==> config.mk <==
export PLATFORM = sky130hd
export DESIGN_NAME = umi_pack_tx_flat
export DESIGN_NICKNAME = d
export VERILOG_FILES = /design/src/rtl/umi_pkg.sv /design/src/rtl/umi_pack_tx_if.sv /design/src/rtl/umi_pack.sv /design/src/rtl/umi_pack_tx.sv /design/src/flat_wrapper.sv
export SDC_FILE = /design/constraint.sdc
export NUM_CORES = 1
export LEC_CHECK = 0
export CAP_MARGIN = 20
export CORE_AREA = 2 2 323 325
export DETAILED_ROUTE_END_ITERATION = 10
export DIE_AREA = 0 0 325 327
export HOLD_SLACK_MARGIN = 0.06
export SLEW_MARGIN = 0
export SYNTH_ARGS = -nofsm -noshare
export SYNTH_HDL_FRONTEND = slang
export SYNTH_HIERARCHICAL = 1
export SYNTH_SLANG_ARGS = --single-unit
==> constraint.sdc <==
create_clock -name clk -period 2.15 [get_ports clk]
set_input_delay 0.215 -clock clk [delete_from_list [all_inputs] [get_ports clk]]
set_output_delay 0.215 -clock clk [all_outputs]
set_load 0.05 [all_outputs]
==> src/rtl/umi_pkg.sv <==
// umi_pkg: shared UMI command-word layout (opcode, size, options offsets),
// the opcode write bit, and the state type of the packet builder.
package umi_pkg;

    // Command word layout: {options[CW-1:12], size[11:8], opcode[7:0]}
    localparam int OPC_LSB       = 0;
    localparam int OPC_W         = 8;
    localparam int OPC_WRITE_BIT = 0;
    localparam int SIZE_LSB      = 8;
    localparam int SIZE_W        = 4;
    localparam int OPT_LSB       = 12;

    typedef enum logic {
        IDLE = 1'b0,
        SEND = 1'b1
    } tx_state_t;

    // log2 of the number of bytes carried by one payload of width_bits
    function automatic int log2_bytes(input int width_bits);
        return $clog2(width_bits / 8);
    endfunction

endpackage

==> src/rtl/umi_pack_tx_if.sv <==
// umi_pack_tx_if: request header, write-data stream and packet egress
// channels of the UMI transmit packet builder.
//
// Handshake rule for all three channels: a transfer happens on a rising
// clock edge where valid and ready are both high; the source holds valid
// and its payload stable until that edge, and ready never depends on the
// same-cycle transfer having already happened.
interface umi_pack_tx_if #(
    parameter int AW = 64,
    parameter int CW = 32,
    parameter int UW = 256
);
    logic                                 req_valid;
    logic                                 req_ready;
    logic [umi_pkg::OPC_W-1:0]            req_opcode;
    logic [umi_pkg::SIZE_W-1:0]           req_tsize;
    logic [CW-umi_pkg::OPT_LSB-1:0]       req_options;
    logic [AW-1:0]                        req_dstaddr;
    logic [AW-1:0]                        req_srcaddr;

    logic                                 data_valid;
    logic                                 data_ready;
    logic [UW-1:0]                        data;

    logic                                 packet_valid;
    logic                                 packet_ready;
    logic [CW-1:0]                        packet_cmd;
    logic [AW-1:0]                        packet_dst_addr;
    logic [AW-1:0]                        packet_src_addr;
    logic [UW-1:0]                        packet_payload;

    // Packet builder side
    modport slave (
        input  req_valid, req_opcode, req_tsize, req_options, req_dstaddr, req_srcaddr,
        output req_ready,
        input  data_valid, data,
        output data_ready,
        output packet_valid, packet_cmd, packet_dst_addr, packet_src_addr, packet_payload,
        input  packet_ready
    );

    // Initiator / fabric side
    modport master (
        output req_valid, req_opcode, req_tsize, req_options, req_dstaddr, req_srcaddr,
        input  req_ready,
        output data_valid, data,
        input  data_ready,
        input  packet_valid, packet_cmd, packet_dst_addr, packet_src_addr, packet_payload,
        output packet_ready
    );
endinterface

==> src/rtl/umi_pack.sv <==
// umi_pack: combinational assembly of a UMI command word from its fields.
module umi_pack import umi_pkg::*; #(
    parameter int CW = 32
) (
    input  logic [OPC_W-1:0]     opcode,
    input  logic [SIZE_W-1:0]    size,
    input  logic [CW-OPT_LSB-1:0] options,
    output logic [CW-1:0]        cmd
);

    // Place each field at its fixed offset in the command word
    always_comb begin
        cmd = '0;
        cmd[OPC_LSB +: OPC_W]       = opcode;
        cmd[SIZE_LSB +: SIZE_W]     = size;
        cmd[OPT_LSB +: CW-OPT_LSB]  = options;
    end

endmodule

==> src/rtl/umi_pack_tx.sv <==
// umi_pack_tx: transmit-side UMI packet builder. Turns a request header
// (plus write beats) into UMI packets; write bursts wider than one payload
// become consecutive full-width packets with an incrementing destination.
// Optional feature macro: UMI_PACK_TX_ALIGN_EN (drop misaligned writes,
// pulse err).
module umi_pack_tx import umi_pkg::*; #(
    parameter int AW = 64,
    parameter int CW = 32,
    parameter int UW = 256
) (
    input  logic          clk,
    input  logic          nreset,
    umi_pack_tx_if.slave  bus,
    output logic          busy,
`ifdef UMI_PACK_TX_ALIGN_EN
    output logic          err,
`endif
    output tx_state_t     dbg_state
);

    localparam int                 PB    = log2_bytes(UW);
    localparam int                 CNTW  = 16 - PB;
    localparam logic [SIZE_W-1:0]  PB_SZ = SIZE_W'(PB);
    localparam logic [AW-1:0]      STEP  = AW'(UW / 8);

    tx_state_t        state_q, state_d;
    logic             wr_q;
    logic [CW-1:0]    cmd_q;
    logic [AW-1:0]    dst_q, src_q;
    logic [CNTW-1:0]  cnt_q;

    logic             pkt_valid_q;
    logic [CW-1:0]    pkt_cmd_q;
    logic [AW-1:0]    pkt_dst_q, pkt_src_q;
    logic [UW-1:0]    pkt_payload_q;

    logic             hdr_write, hdr_big, hdr_acc, hdr_drop;
    logic [SIZE_W-1:0] hdr_size;
    logic [CW-1:0]    hdr_cmd;
    logic [CNTW-1:0]  hdr_beats;
    logic             load_ok, rd_bypass, rd_send, beat_acc, pkt_load;

    assign hdr_write = bus.req_opcode[OPC_WRITE_BIT];
    assign hdr_big   = hdr_write && (bus.req_tsize > PB_SZ);
    // Writes carry at most one payload per packet; reads report the full size
    assign hdr_size  = hdr_big ? PB_SZ : bus.req_tsize;
    assign hdr_beats = hdr_big ? (CNTW'(1) << (bus.req_tsize - PB_SZ)) : CNTW'(1);

    umi_pack #(.CW(CW)) u_pack (
        .opcode  (bus.req_opcode),
        .size    (hdr_size),
        .options (bus.req_options),
        .cmd     (hdr_cmd)
    );

    assign load_ok   = !pkt_valid_q || bus.packet_ready;
    assign hdr_acc   = bus.req_valid && (state_q == IDLE);
    // A read arriving while the output register is free is emitted directly
    assign rd_bypass = hdr_acc && !hdr_write && load_ok;
    assign rd_send   = (state_q == SEND) && !wr_q && load_ok;
    assign beat_acc  = (state_q == SEND) && wr_q && load_ok && bus.data_valid;
    assign pkt_load  = rd_bypass || rd_send || beat_acc;

`ifdef UMI_PACK_TX_ALIGN_EN
    logic [AW-1:0] align_mask;
    // Alignment unit is min(2^tsize, UW/8) bytes, which is 2^hdr_size for writes
    assign align_mask = (AW'(1) << hdr_size) - AW'(1);
    assign hdr_drop   = hdr_acc && hdr_write && (|(bus.req_dstaddr & align_mask));
`else
    assign hdr_drop   = 1'b0;
`endif

    // State register
    always_ff @(posedge clk or negedge nreset) begin
        if (!nreset) state_q <= IDLE;
        else         state_q <= state_d;
    end

    // Next state and handshake readies
    always_comb begin
        state_d        = state_q;
        bus.req_ready  = (state_q == IDLE);
        bus.data_ready = (state_q == SEND) && wr_q && load_ok;
        case (state_q)
            IDLE: if (hdr_acc && !hdr_drop && (hdr_write || !load_ok)) state_d = SEND;
            SEND: if (rd_send || (beat_acc && cnt_q == CNTW'(1)))     state_d = IDLE;
            default: state_d = IDLE;
        endcase
    end

    // Request context: latched at header accept, address and count step per beat
    always_ff @(posedge clk or negedge nreset) begin
        if (!nreset) begin
            wr_q  <= 1'b0;
            cmd_q <= '0;
            dst_q <= '0;
            src_q <= '0;
            cnt_q <= '0;
        end else if (hdr_acc) begin
            wr_q  <= hdr_write;
            cmd_q <= hdr_cmd;
            dst_q <= bus.req_dstaddr;
            src_q <= bus.req_srcaddr;
            cnt_q <= (hdr_drop || rd_bypass) ? '0 : hdr_beats;
        end else if (beat_acc) begin
            dst_q <= dst_q + STEP;
            cnt_q <= cnt_q - CNTW'(1);
        end else if (rd_send) begin
            cnt_q <= '0;
        end
    end

    // Output register: load when empty or draining, otherwise hold
    always_ff @(posedge clk or negedge nreset) begin
        if (!nreset) begin
            pkt_valid_q   <= 1'b0;
            pkt_cmd_q     <= '0;
            pkt_dst_q     <= '0;
            pkt_src_q     <= '0;
            pkt_payload_q <= '0;
        end else if (pkt_load) begin
            pkt_valid_q   <= 1'b1;
            pkt_cmd_q     <= rd_bypass ? hdr_cmd         : cmd_q;
            pkt_dst_q     <= rd_bypass ? bus.req_dstaddr : dst_q;
            pkt_src_q     <= rd_bypass ? bus.req_srcaddr : src_q;
            pkt_payload_q <= beat_acc  ? bus.data        : '0;
        end else if (bus.packet_ready) begin
            pkt_valid_q   <= 1'b0;
        end
    end

`ifdef UMI_PACK_TX_ALIGN_EN
    // One-cycle pulse for each dropped misaligned write header
    always_ff @(posedge clk or negedge nreset) begin
        if (!nreset) err <= 1'b0;
        else         err <= hdr_drop;
    end
`endif

    assign bus.packet_valid    = pkt_valid_q;
    assign bus.packet_cmd      = pkt_cmd_q;
    assign bus.packet_dst_addr = pkt_dst_q;
    assign bus.packet_src_addr = pkt_src_q;
    assign bus.packet_payload  = pkt_payload_q;
    assign busy                = (state_q != IDLE) || pkt_valid_q;
    assign dbg_state           = state_q;

endmodule

==> src/flat_wrapper.sv <==
// flat-port wrapper written by rule: the top's interface ports become plain ports
module umi_pack_tx_flat import umi_pkg::*;
#(
    parameter int AW = 64,
    parameter int CW = 32,
    parameter int UW = 256
)
  (clk, nreset, busy, dbg_state, bus_req_valid, bus_req_opcode, bus_req_tsize, bus_req_options, bus_req_dstaddr, bus_req_srcaddr, bus_req_ready, bus_data_valid, bus_data, bus_data_ready, bus_packet_valid, bus_packet_cmd, bus_packet_dst_addr, bus_packet_src_addr, bus_packet_payload, bus_packet_ready);
  umi_pack_tx_if #(.AW(AW), .CW(CW), .UW(UW)) bus_i ();
  input  logic clk;
  input  logic nreset;
  output logic busy;
  output tx_state_t dbg_state;
  input wire logic [$bits(bus_i.req_valid)-1:0] bus_req_valid;
  input wire logic [$bits(bus_i.req_opcode)-1:0] bus_req_opcode;
  input wire logic [$bits(bus_i.req_tsize)-1:0] bus_req_tsize;
  input wire logic [$bits(bus_i.req_options)-1:0] bus_req_options;
  input wire logic [$bits(bus_i.req_dstaddr)-1:0] bus_req_dstaddr;
  input wire logic [$bits(bus_i.req_srcaddr)-1:0] bus_req_srcaddr;
  output wire logic [$bits(bus_i.req_ready)-1:0] bus_req_ready;
  input wire logic [$bits(bus_i.data_valid)-1:0] bus_data_valid;
  input wire logic [$bits(bus_i.data)-1:0] bus_data;
  output wire logic [$bits(bus_i.data_ready)-1:0] bus_data_ready;
  output wire logic [$bits(bus_i.packet_valid)-1:0] bus_packet_valid;
  output wire logic [$bits(bus_i.packet_cmd)-1:0] bus_packet_cmd;
  output wire logic [$bits(bus_i.packet_dst_addr)-1:0] bus_packet_dst_addr;
  output wire logic [$bits(bus_i.packet_src_addr)-1:0] bus_packet_src_addr;
  output wire logic [$bits(bus_i.packet_payload)-1:0] bus_packet_payload;
  input wire logic [$bits(bus_i.packet_ready)-1:0] bus_packet_ready;
  assign bus_i.req_valid = bus_req_valid;
  assign bus_i.req_opcode = bus_req_opcode;
  assign bus_i.req_tsize = bus_req_tsize;
  assign bus_i.req_options = bus_req_options;
  assign bus_i.req_dstaddr = bus_req_dstaddr;
  assign bus_i.req_srcaddr = bus_req_srcaddr;
  assign bus_req_ready = bus_i.req_ready;
  assign bus_i.data_valid = bus_data_valid;
  assign bus_i.data = bus_data;
  assign bus_data_ready = bus_i.data_ready;
  assign bus_packet_valid = bus_i.packet_valid;
  assign bus_packet_cmd = bus_i.packet_cmd;
  assign bus_packet_dst_addr = bus_i.packet_dst_addr;
  assign bus_packet_src_addr = bus_i.packet_src_addr;
  assign bus_packet_payload = bus_i.packet_payload;
  assign bus_i.packet_ready = bus_packet_ready;
  umi_pack_tx #(.AW(AW), .CW(CW), .UW(UW)) u_core (.clk(clk), .nreset(nreset), .bus(bus_i), .busy(busy), .dbg_state(dbg_state));
endmodule
; After elaboration in Yosys (flattened, before gate mapping)
; Index checks and enable logic that the tools add are counted.
[totals]
ff_bits = 590
latch_bits = 0
ramBits = 0
output_inout_bits = 421
mem_bits_ro = 0
in_bits = 421
memories = 0
wordCells = 59
[op_classes]
shifts = 1
n_lt_le_gt_ge = 1
n_addsub = 3
n_eq_ne = 1
n_reduce_logical = 24
multipliers = 0
n_mux = 17
bitwise = 1
div = 0
[op_table]
columns = operator, count
row1 = $mux W256, 1
row2 = $mux W64, 4
row3 = $add A64 B6 Y64 const B, 1
row4 = $mux W11, 5
row5 = $mux W32, 1
row6 = $eq A11 B1 Y1 const B, 1
row7 = $logic_and A1 B1 Y1, 11
row8 = $shl A1 B4 Y11 const A, 1
row9 = $sub A11 B1 Y11 const B, 1
row10 = $logic_or A1 B1 Y1, 6
row11 = $gt A4 B3 Y1 const B, 1
row12 = $logic_not A1 Y1, 4
row13 = $mux W1, 4
row14 = $mux W4, 1
row15 = $reduce_bool A2 Y1, 2
row16 = $sub A4 B3 Y4 const B, 1
row17 = $reduce_bool A3 Y1, 1
row18 = $pmux W1 S2, 1
row19 = $not A1 Y1, 1

; Logic depth before layout (Yosys ltp)
; Gate-level depths: netlist of run 1.
[depth]
ltp_word = 8
mapped_depth = 10
depth_no_buf = 6

; By module
; The synthesis of run 1 kept the hierarchy.
[modules_own_cells]
columns = mod, n_inst, cells_each, seq_area_each_um2, area_each_um2
row1 = umi_pack_tx, 1, 2240, 14764.2, 24385.9
row2 = umi_pack, 1, 32, 0.0, 240.2

; Worst setup path before layout of run 1
; OpenSTA, ideal clock, no wires.
[synth_timing]
path_kind = register to register
from = reg u_core.state_q, in the netlist u_core/dbg_state
to = reg u_core.pkt_dst_q[0], in the netlist u_core/bus.packet_dst_addr[0]
stages_incl_launch_ff = 11
synth_period_minus_slack_ns = 2.654
setup_ns = 0.083
setup_slack_ns = -0.504
required_time_ns = 2.067
n_path_buf = 4
arrival_ns = 2.572
cell_sequence = dfrtp_1 > inv_1 > nand2_1 > o21ai_0 > nand2_1 > buf_2 > buf_2 > clkbuf_1 > clkbuf_1 > nand2_1 > o21ai_0
[synth_via]
elab_chain_cells = 6
elab_cells_between_ends = 12
classes_between = 1 x mux / 1 x bitwise / 10 x reduce/logical
[synth_rtl]
columns = element, line
row1 = from (decl), umi_pack_tx.sv:26  ; tx_state_t state_q, state_d;
row2 = from (signal assigned), umi_pack_tx.sv:76  ; else state_q <= state_d;
row3 = $not A1 Y1 (*), -
row4 = net bus_req_ready, flat_wrapper.sv:20  ; output wire logic [$bits(bus_i.req_ready)-1:0] bus_req_ready;
row5 = $logic_and A1 B1 Y1 (*), umi_pack_tx.sv:57  ; assign hdr_acc = bus.req_valid && (state_q == IDLE);
row6 = $logic_and A1 B1 Y1 (*) (2 in series), umi_pack_tx.sv:59  ; assign rd_bypass = hdr_acc && !hdr_write && load_ok;
row7 = $logic_or A1 B1 Y1 (2 in series), umi_pack_tx.sv:62  ; assign pkt_load = rd_bypass || rd_send || beat_acc;
row8 = to (signal assigned), umi_pack_tx.sv:124  ; pkt_dst_q <= rd_bypass ? bus.req_dstaddr : dst_q;
row9 = to (decl), umi_pack_tx.sv:34  ; logic [AW-1:0] pkt_dst_q, pkt_src_q;
; The timed path passes the listed nets; every way through them passes the cells marked *.
; A chain may end at the register's enable or synchronous reset.

; Final worst setup path of run 1
[layout_timing]
from = reg u_core.dst_q[6]
to = reg u_core.dst_q[58]
[layout_via]
elab_chain_cells = 3
[layout_rtl]
columns = element, line
row1 = from (decl), umi_pack_tx.sv:29  ; logic [AW-1:0] dst_q, src_q;
row2 = from (signal assigned), umi_pack_tx.sv:102  ; dst_q <= bus.req_dstaddr;
row3 = from (signal assigned), umi_pack_tx.sv:106  ; dst_q <= dst_q + STEP;
row4 = $add A64 B6 Y64, umi_pack_tx.sv:106
row5 = $mux W64, umi_pack_tx.sv:105  ; end else if (beat_acc) begin
row6 = $mux W64, umi_pack_tx.sv:99  ; end else if (hdr_acc) begin
; Every way passes these cells. The select of a mux whose other input is x is not followed.

==> results by group, run 1 <==
Status
  – Status: completed

STA
  – Minimum clock period: 2.10 ns
  – Fmax: 477 MHz
  – Final period util: 97.5%
  – Clock Skews: 0.0333 ns
  – Setup TNS: 0 ns
  – RSZ-0062 raised after global routing: yes
  – Worst-margin pin slew: 0.994 ns
  – Slew Limit Fails: 0
  – Final hold viol count: 0
  – Final setup viols: 0
  – Rel. slew slack: 33.4%

Synthesis
  – Top cells by count, synth: dfrtp_1 (590), nand2_1 (551), a22o_1 (256)
  – Cells after Synth: 2272
  – Share of the synthesized area in the top cell type: 60.0%
  – Yosys cell types: 50
  – Cell taking the most area after synthesis: dfrtp_1
  – Post-synthesis sequential area ratio: 60.0%
  – Synth Area per Inst: 10.8 um^2
  – Syn Nets: 2696
  – Mapped Area: 0.0246 mm^2
  – Synth Register Bits: 590
  – Yosys warns: 6
  – Post-synth EDFFs: 0
  – Synth top area cells: dfrtp_1 (60%), a22o_1 (9.1%), nand2_1 (8.4%), mux2i_1 (6.5%), o21ai_0 (4.1%)
  – Count leader, synth: dfrtp_1
  – Asr flop ratio synth: 100%
  – Top_reg_cell synth: dfrtp_1

Global route
  – Met1 Resource Use GR: 21.8%
  – GRT Overall Usage: 16.5%
  – Initial antenna violation count: 2
  – First-pass GRT wire length: 136000 um
  – Overflow after GRT: 0
  – GRT busiest layer: met2
  – Met3 usage: 3.80%
  – Met2 Use GR: 26.7%
  – Vias in the first global route: 21600
  – Largest net degree at the start of global routing: 74

Clock tree
  – Sinks on Clock Net: 590
  – Clk buf depth: 3
  – Total CTS buffers: 69
  – CTS Root Cell: clkbuf_16
  – H-tree depth: 3
  – Worst-skew pair later-pin latency: 0.64 ns
  – TritonCTS clock tree: yes
  – CTS clock-pin slew for the worst setup and hold paths: 0.06 ns

Placement
  – Final Wtd Congestion: 0.838
  – Post-DP HPWL: 68500 um
  – Dpl cells: 4497
  – Port bufs: 841

Drt
  – Routed via count: 21100
  – Post-DR vias/cell: 4.56
  – DRC errors left: 0
  – Post-Route WL: 91000 um
  – Routed WL per cell: 19.7 um
  – Drt first pass iters: 6
  – Antenna viol nets, final: 0
  – DR iter-0 viols: 1357

Hold path
  – Hold Startpoint: bus_req_options[15]
  – Class of the worst hold path: input pin to flop

Die
  – Initial Util: 23.9%
  – Die height: 327 um
  – IO Pins: 842
  – Die Width: 325 um
  – Row cnt: 118
  – Placeable Area: 0.103 mm^2
  – Full die area: 0.106 mm^2

Layout
  – Share of cells above drive strength 1: 11.2%
  – Nets@finish: 3617
  – Filler-free cell count of the finished design: 4629
  – Area growth, synth to finish: 55.7%

Setup path
  – CP Class: flop to flop
  – Reg-to-reg startpoint: u_core/dst_q[6]$_DFFE_PN0P_
  – Setup crit end kind: flop
  – Crit path DAT: 2.59 ns
  – CP Launch Point: u_core/dst_q[6]$_DFFE_PN0P_
  – CP Max Fanout: 4
  – Data required, critical path: 2.65 ns
  – Startpoint Class: flop

Pwr
  – Leak: 0.0180 uW
  – PwrDens: 1580 mW/mm^2
  – Worst vdd rail ir drop: 887 uV

Flow run
  – Max-cap viol count: 0
==> registers in the layout, summed over array words and instances, names as in the netlist <==
signal and count:
u_core/dbg_state 1, u_core/bus.packet_valid 1, u_core/src_q 64, u_core/cnt_q 11, u_core/bus.packet_payload 256, u_core/wr_q 1
u_core/dst_q 64, u_core/bus.packet_src_addr 64, u_core/bus.packet_dst_addr 64, u_core/bus.packet_cmd 32, u_core/cmd_q 32
==> routing by layer <==
layer  vias to the layer above  routed length (um)  share of wire (%)
li1                       9889                   -                  -
met1                     10400               40000                 44
met2                       749               43100                 47
met3                       103                5690                6.3
met4                         0                2250                2.5
met5                         -                   0                  0
==> kinds of logic after synthesis <==
logic type	Yosys count	synth area share [%]
AND/OR/NAND/NOR	739	12.9
XOR/XNOR	7	0.249
buffers and inverters	208	3.78
flip-flops	590	60.0
adder cells (fa/ha/maj)	3	0.152
multiplexers	162	6.59
AO/OA/AOI/OAI	563	16.3
==> power breakdown <==
part	internal, uW	switching [uW]
Combinational	10500	19400
Clock	7420	4970
Sequential	15600	2900
Total	33600	27200
==> path summary, 6_finish.rpt <==
kind	end	slack (ns)	cells past startpoint
setup / recovery	u_core/dst_q[58]$_DFFE_PN0P_	0.05	7
hold / removal	u_core/cmd_q[27]$_DFFE_PN0N_	0.13	3
setup reg to reg	u_core/dst_q[58]$_DFFE_PN0P_	0.05	7
hold reg to reg	u_core/src_q[27]$_DFFE_PN0N_	0.47	2
max in group asynchronous	u_core/bus.packet_payload[239]$_DFFE_PN0P_	1.05	3
min in group asynchronous	u_core/dbg_state$_DFF_PN0_	0.21	2
==> worst max-delay path, stage by stage, from the launching register on <==
cell and delay, ns:
dfrtp_1 0.39, and4_4 0.26, nand4_1 0.22, nor4_1 0.37
buf_4 0.19, nand4_1 0.13, mux2i_1 0.15, a221o_1 0.26
==> repair_timing <==
action,4_1_cts,5_1_grt
hold buffers,1,0
pin swaps,0,8
gates resized for setup,45,22
cloned,0,1
buffers inserted,0,3
setup endpoints to repair,45,27
hold endpoints to repair,479,0
==> layout by cell type, fill, tap and decap left out, drive strengths merged, types with 8 or more instances in the layout <==
cell type | synthesis | final
clkdlybuf4s50 | 0 | 781
dfrtp | 590 | 590
nand2 | 552 | 552
a22o | 256 | 256
buf | 79 | 220
o21ai | 202 | 202
mux2i | 161 | 161
clkbuf | 120 | 94
nand3 | 51 | 51
dlygate4sd2 | 0 | 44
nor2 | 36 | 36
a21oi | 22 | 22
o311ai | 21 | 21
nand4 | 19 | 19
o211ai | 19 | 19
and3 | 17 | 17
clkinv | 0 | 15
a31oi | 14 | 14
inv | 9 | 13
nor3 | 11 | 11
nand2b | 9 | 9
nor4 | 9 | 9
bufinv | 0 | 8
==> cell type report <==
type	count	area (um^2)
clock inverter	32	457
timing repair buffer	1049	10400
clock buffer	93	1950
fill	10200	64600
inverter	9	37.5
sequential	590	14800
multi-input combinational	1474	9010
antenna	2	5.00
tap	1380	1730
==> through the flow <==
step           setup WS [ns]  instance area (um^2)  power, uW  hold WS (ns)  util (%)
2_1_floorplan        -0.0213                 24800      36400       -0.0806         -
3_3_place_gp         -0.0828                 35900      48500         0.261      34.9
3_5_place_dp          -0.133                 35900      48800         0.263      34.9
4_1_cts              -0.0698                 38300      61300        0.0666      37.2
5_1_grt              -0.0340                 38300      63800         0.103      37.3
6_report              0.0539                 38400      60800         0.134      37.3
Power figures use the tool's default switching activity.
==> run 2, diff against run 1 <==
Settings changed: GPL_TIMING_DRIVEN set to 0.
==> results by group, run 2 (synthesized netlist as in run 1, its figures left out) <==
Status
  – Status: finished with violations
  – Violated checks: negative hold slack

Drt
  – Post-DR vias/cell: 4.71
  – DR iter-0 viols: 1801
  – Routed WL per cell: 23.0 um
  – Drt first pass iters: 5
  – Post-Route WL: 108000 um
  – Routed via count: 22000
  – DRC errors left: 0
  – Antenna viol nets, final: 0

Placement
  – Port bufs: 814
  – Post-DP HPWL: 79800 um
  – Placed cell areas: 0.0349 mm^2
  – Final Wtd Congestion: 0.879
  – Dpl cells: 4476

Setup path
  – CP Max Fanout: 7
  – Reg-to-reg startpoint: u_core/dst_q[9]$_DFFE_PN0P_
  – Delay-heaviest family, CP: simple AND/OR/NAND/NOR gates
  – Worst setup path end: u_core/dst_q[40]$_DFFE_PN0P_
  – R2R Path End: u_core/dst_q[40]$_DFFE_PN0P_
  – R2r setup slk: 0.01 ns
  – Stages on worst setup path: 7
  – Setup crit end kind: flop
  – Crit path DAT: 2.71 ns
  – CP Launch Point: u_core/dst_q[9]$_DFFE_PN0P_
  – CP Class: flop to flop
  – Startpoint Class: flop
  – Crit-path slowest cell: or4_1
  – CP cell instances: and4_4, nand3_4, nor4_4, buf_4, nand2_4, or4_1, nand3_1
  – Data required, critical path: 2.72 ns
  – R2R depth: 7
  – CP peak stage delay: 0.42 ns
  – Buf+Inv Stages, Crit Path: 1

STA
  – Final hold viol count: 83
  – Fmax: 468 MHz
  – Rel. slew slack: 44.8%
  – Minimum clock period: 2.14 ns
  – Clock Skews: 0.0260 ns
  – WHS: -0.446 ns
  – Final period util: 99.3%
  – Worst-margin pin slew: 0.831 ns
  – RSZ-0062 raised after global routing: yes
  – Slew Limit Fails: 0
  – Final setup viols: 0

Die
  – Die height: 327 um
  – Full die area: 0.106 mm^2
  – Row cnt: 118
  – Die Width: 325 um
  – IO Pins: 842
  – Placeable Area: 0.103 mm^2
  – Initial Util: 23.9%

Clock tree
  – CTS Hold Buffers Added: 27
  – CTS Root Cell: clkbuf_16
  – CTS clock-pin slew for the worst setup and hold paths: 0.06 ns
  – Total CTS buffers: 73
  – H-tree depth: 3
  – Worst-skew pair later-pin latency: 0.65 ns
  – Sinks on Clock Net: 590
  – TritonCTS clock tree: yes
  – Clk buf depth: 3

Layout
  – Share of cells above drive strength 1: 12.4%
  – Area growth, synth to finish: 56.4%
  – Filler-free cell count of the finished design: 4679
  – Most frequent cells in the layout: clkdlybuf4s50_1 (755), dfrtp_1 (580), nand2_1 (546), a22o_1 (256), o21ai_0 (197)
  – Commonest non-fill, non-tap cell in the layout: clkdlybuf4s50_1
  – Max FFs per register: 256
  – Cell area after layout: 0.0385 mm^2
  – Nets@finish: 3656

Pwr
  – Clk pwr share: 21.2%
  – Int Pwr: 33800 uW
  – Worst vdd rail ir drop: 876 uV
  – PwrDens: 1620 mW/mm^2
  – Comb power frac: 48.9%
  – Net Sw Frac: 46.0%
  – Net Switching: 28800 uW
  – Sequential power share: 30.0%
  – Leak: 0.0181 uW

Global route
  – Vias in the first global route: 22600
  – Initial antenna violation count: 12
  – Largest net degree at the start of global routing: 116
  – First-pass GRT wire length: 157000 um
  – GRT Overall Usage: 19.7%
  – Overflow after GRT: 0

Flow run
  – Max-cap viol count: 0

Hold path
  – Class of the worst hold path: input pin to async pin
## run 2: power groups by stage
stage                     combinational, uW  sequential [uW]  clock [uW]
after floorplan                        7890            28500           0
after global placement                29500            18900           0
after detailed placement              29900            18800           0
after CTS                             30500            18700       13600
after global routing                  32300            19300       14000
final                                 30600            18700       13200
## run 2: per-layer routing
metal	track usage, %	vias to the layer above	routed length [um]
met4	5.66	6	2220
met1	26.4	11000	46100
met2	31.8	924	51000
li1	-	10000	-
met5	0	-	34
met3	4.47	126	8160
## run 2: worst min-delay path by stage
stage | from | cells after the start | to
2_1_floorplan | nreset | 0 | u_core/bus.packet_cmd[0]$_DFFE_PN0P_
5_1_grt | nreset | 1 | u_core/bus.packet_src_addr[45]$_DFFE_PN0P_
6_report | nreset | 1 | u_core/bus.packet_src_addr[45]$_DFFE_PN0P_
3_5_place_dp | nreset | 1 | u_core/bus.packet_src_addr[45]$_DFFE_PN0P_
4_1_cts | nreset | 1 | u_core/bus.packet_src_addr[45]$_DFFE_PN0P_
3_3_place_gp | bus_req_options[6] | 3 | u_core/cmd_q[18]$_DFFE_PN0N_
## run 2: repair_timing
item,CTS,global route
cloned,0,1
endpoints found under the hold margin,137,83
pin swaps,6,7
endpoints found under the setup margin,642,376
resized for setup,217,113
buffers inserted,28,9
## run 2: final cells by class
type,count,area (um^2)
diodes,9,22.5
plain buffers,195,1300
clock buffers,101,2140
clock inverters,32,440
fillers,10300,64400
inverters,9,37.5
multi-input cells,1474,9160
flip-flops and latches,590,14800
well taps,1380,1730
repair buffers,889,8900
## run 2: worst register-to-register path: cells and delay by family (launching register included)
| kind | cells | cell delay [ns] |
|---|---|---|
| buffers and inverters | 1 | 0.21 |
| flip-flops | 1 | 0.41 |
| AND/OR/NAND/NOR | 6 | 1.45 |
## run 2: stage by stage
| stage | TNS (ns) | total power, uW | worst slack (ns) | utilization, % |
|---|---|---|---|---|
| floorplan | -1.60 | 36400 | -0.0213 | - |
| finish | 0 | 62500 | 0.0142 | 37.4 |
| CTS | -0.00541 | 62700 | -0.00541 | 37.1 |
| global placement | - | 48400 | -29.71 | 33.7 |
| global route | -0.204 | 65600 | -0.0643 | 37.4 |
| detailed placement | -685.90 | 48700 | -1.77 | 33.9 |
==> run 3, diff against run 2 <==
Settings changed: SKIP_CTS_REPAIR_TIMING set to 1.
==> results by group, run 3 (synthesized netlist as in run 1, its figures left out) <==
Status
  – Status: finished with violations
  – Violated checks: negative hold slack

Setup path
  – Reg-to-reg startpoint: u_core/dst_q[5]$_DFFE_PN0P_
  – R2R Path End: u_core/dst_q[58]$_DFFE_PN0P_
  – CP Max Fanout: 6
  – Setup crit end kind: flop
  – CP Launch Point: u_core/dst_q[5]$_DFFE_PN0P_
  – Data required, critical path: 2.66 ns
  – Crit path DAT: 2.65 ns
  – R2R depth: 7
  – Startpoint Class: flop
  – R2r setup slk: 0.01 ns
  – CP Class: flop to flop

STA
  – Setup TNS: 0 ns
  – Final setup viols: 0
  – Minimum clock period: 2.14 ns
  – Fmax: 467 MHz
  – WHS: -0.452 ns
  – Final period util: 99.5%
  – RSZ-0062 raised after global routing: yes
  – Worst-margin pin slew: 0.865 ns
  – Final hold viol count: 83
  – Clock Skews: 0.0226 ns
  – Slew Limit Fails: 0
  – Rel. slew slack: 42.2%

Flow run
  – Max-cap viol count: 0

Drt
  – Routed WL per cell: 22.9 um
  – DRC errors left: 0
  – Drt first pass iters: 6
  – Antenna viol nets, final: 0
  – Post-DR vias/cell: 4.70
  – Routed via count: 22100
  – DR iter-0 viols: 1684
  – Post-Route WL: 107000 um

Die
  – Die height: 327 um
  – Row cnt: 118
  – Full die area: 0.106 mm^2
  – Die Width: 325 um
  – IO Pins: 842
  – Placeable Area: 0.103 mm^2
  – Initial Util: 23.9%

Pwr
  – Comb power frac: 49.1%
  – PwrDens: 1620 mW/mm^2
  – Worst vdd rail ir drop: 879 uV
  – Sequential power share: 29.9%
  – Net Sw Frac: 45.7%
  – Clk pwr share: 21.0%
  – Int Pwr: 34200 uW
  – Net Switching: 28800 uW
  – Leak: 0.0187 uW

Clock tree
  – TritonCTS clock tree: yes
  – Total CTS buffers: 73
  – Sinks on Clock Net: 590
  – Clk buf depth: 3
  – CTS clock-pin slew for the worst setup and hold paths: 0.06 ns
  – CTS Root Cell: clkbuf_16
  – Worst-skew pair later-pin latency: 0.64 ns
  – H-tree depth: 3

Hold path
  – Class of the worst hold path: input pin to async pin

Layout
  – Filler-free cell count of the finished design: 4694
  – Most frequent cells in the layout: clkdlybuf4s50_1 (763), dfrtp_1 (572), nand2_1 (546), a22o_1 (256), o21ai_0 (199)
  – Nets@finish: 3671
  – Commonest non-fill, non-tap cell in the layout: clkdlybuf4s50_1
  – Area growth, synth to finish: 57.7%
  – Share of cells above drive strength 1: 12.6%
  – Max FFs per register: 256

Placement
  – Dpl cells: 4476
  – Final Wtd Congestion: 0.879
  – Post-DP HPWL: 79800 um
  – Port bufs: 814

Global route
  – Largest net degree at the start of global routing: 116
  – Initial antenna violation count: 13
  – Vias in the first global route: 22200
  – First-pass GRT wire length: 155000 um
  – GRT Overall Usage: 19.5%
  – Overflow after GRT: 0
run 3: cell count changes in the layout (fill, tap and decap cells not counted), moves of 3 or more:
cell	before	now
dlygate4sd2_1	51	0
dlymetal6s2s_1	5	49
buf_2	26	11
buf_4	83	97
clkbuf_2	57	66
clkdlybuf4s50_1	755	763
dfrtp_1	580	572
dfrtp_2	10	18
buf_16	5	8
nand3_1	44	47
nand3_2	6	3
run 3: worst max path at each step:
stage | to | slack [ns] | cells past startpoint
floorplan | u_core/bus.packet_dst_addr[24]$_DFFE_PN0P_ | -0.02 | 10
global placement | u_core/dbg_state$_DFF_PN0_ | -29.71 | 1
detailed placement | u_core/bus.packet_cmd[21]$_DFFE_PN0P_ | -1.77 | 8
CTS | u_core/bus.packet_cmd[21]$_DFFE_PN0P_ | -1.29 | 7
global route | u_core/bus.packet_cmd[1]$_DFFE_PN0P_ | -0.05 | 8
finish | u_core/dst_q[58]$_DFFE_PN0P_ | 0.01 | 7
run 3: layout make-up:
class,instances,area (um^2)
antenna,9,22.5
buffer,195,1340
clock buffer,101,2140
clock inverter,32,440
fill,10300,64100
inverter,9,37.5
multi-input combinational,1475,9130
sequential,590,14800
tap,1380,1730
timing repair buffer,903,9220
run 3: through the flow:
| step | hold WS, ns | setup slack [ns] | cell area (um^2) | util, % | power [uW] |
|---|---|---|---|---|---|
| after global placement | 0.415 | -29.71 | 34600 | 33.7 | 48400 |
| after global routing | -0.394 | -0.0535 | 38800 | 37.7 | 66100 |
| final | -0.452 | 0.00979 | 38800 | 37.7 | 63000 |
| after detailed placement | 0.269 | -1.77 | 34900 | 33.9 | 48700 |
| after CTS | -0.445 | -1.29 | 37400 | 36.4 | 62300 |
| after floorplan | -0.0806 | -0.0213 | 24800 | - | 36400 |
run 3: metal layers:
layer  track usage [%]  up-vias  share of wire [%]
met5                 0        -              0.032
met3              4.26      138                7.3
met2              31.4      889                 47
met1              26.3    11000                 43
li1                  -    10000                  -
met4              5.43        6                2.3
run 3: worst max-delay path, stage by stage (launching register included):
cell and delay (ns):
dfrtp_2 0.41, and4_1 0.23, buf_6 0.12, nand4_1 0.20
nor4_2 0.38, nand4_1 0.23, mux2i_1 0.17, a221o_1 0.27
run 3: power groups by stage:
| stage | Clock (uW) | Sequential, uW | Combinational [uW] |
|---|---|---|---|
| 2_1_floorplan | 0 | 28500 | 7890 |
| 3_3_place_gp | 0 | 18900 | 29500 |
| 3_5_place_dp | 0 | 18800 | 29900 |
| 4_1_cts | 13600 | 18800 | 30000 |
| 5_1_grt | 14000 | 19400 | 32700 |
| 6_report | 13200 | 18800 | 30900 |
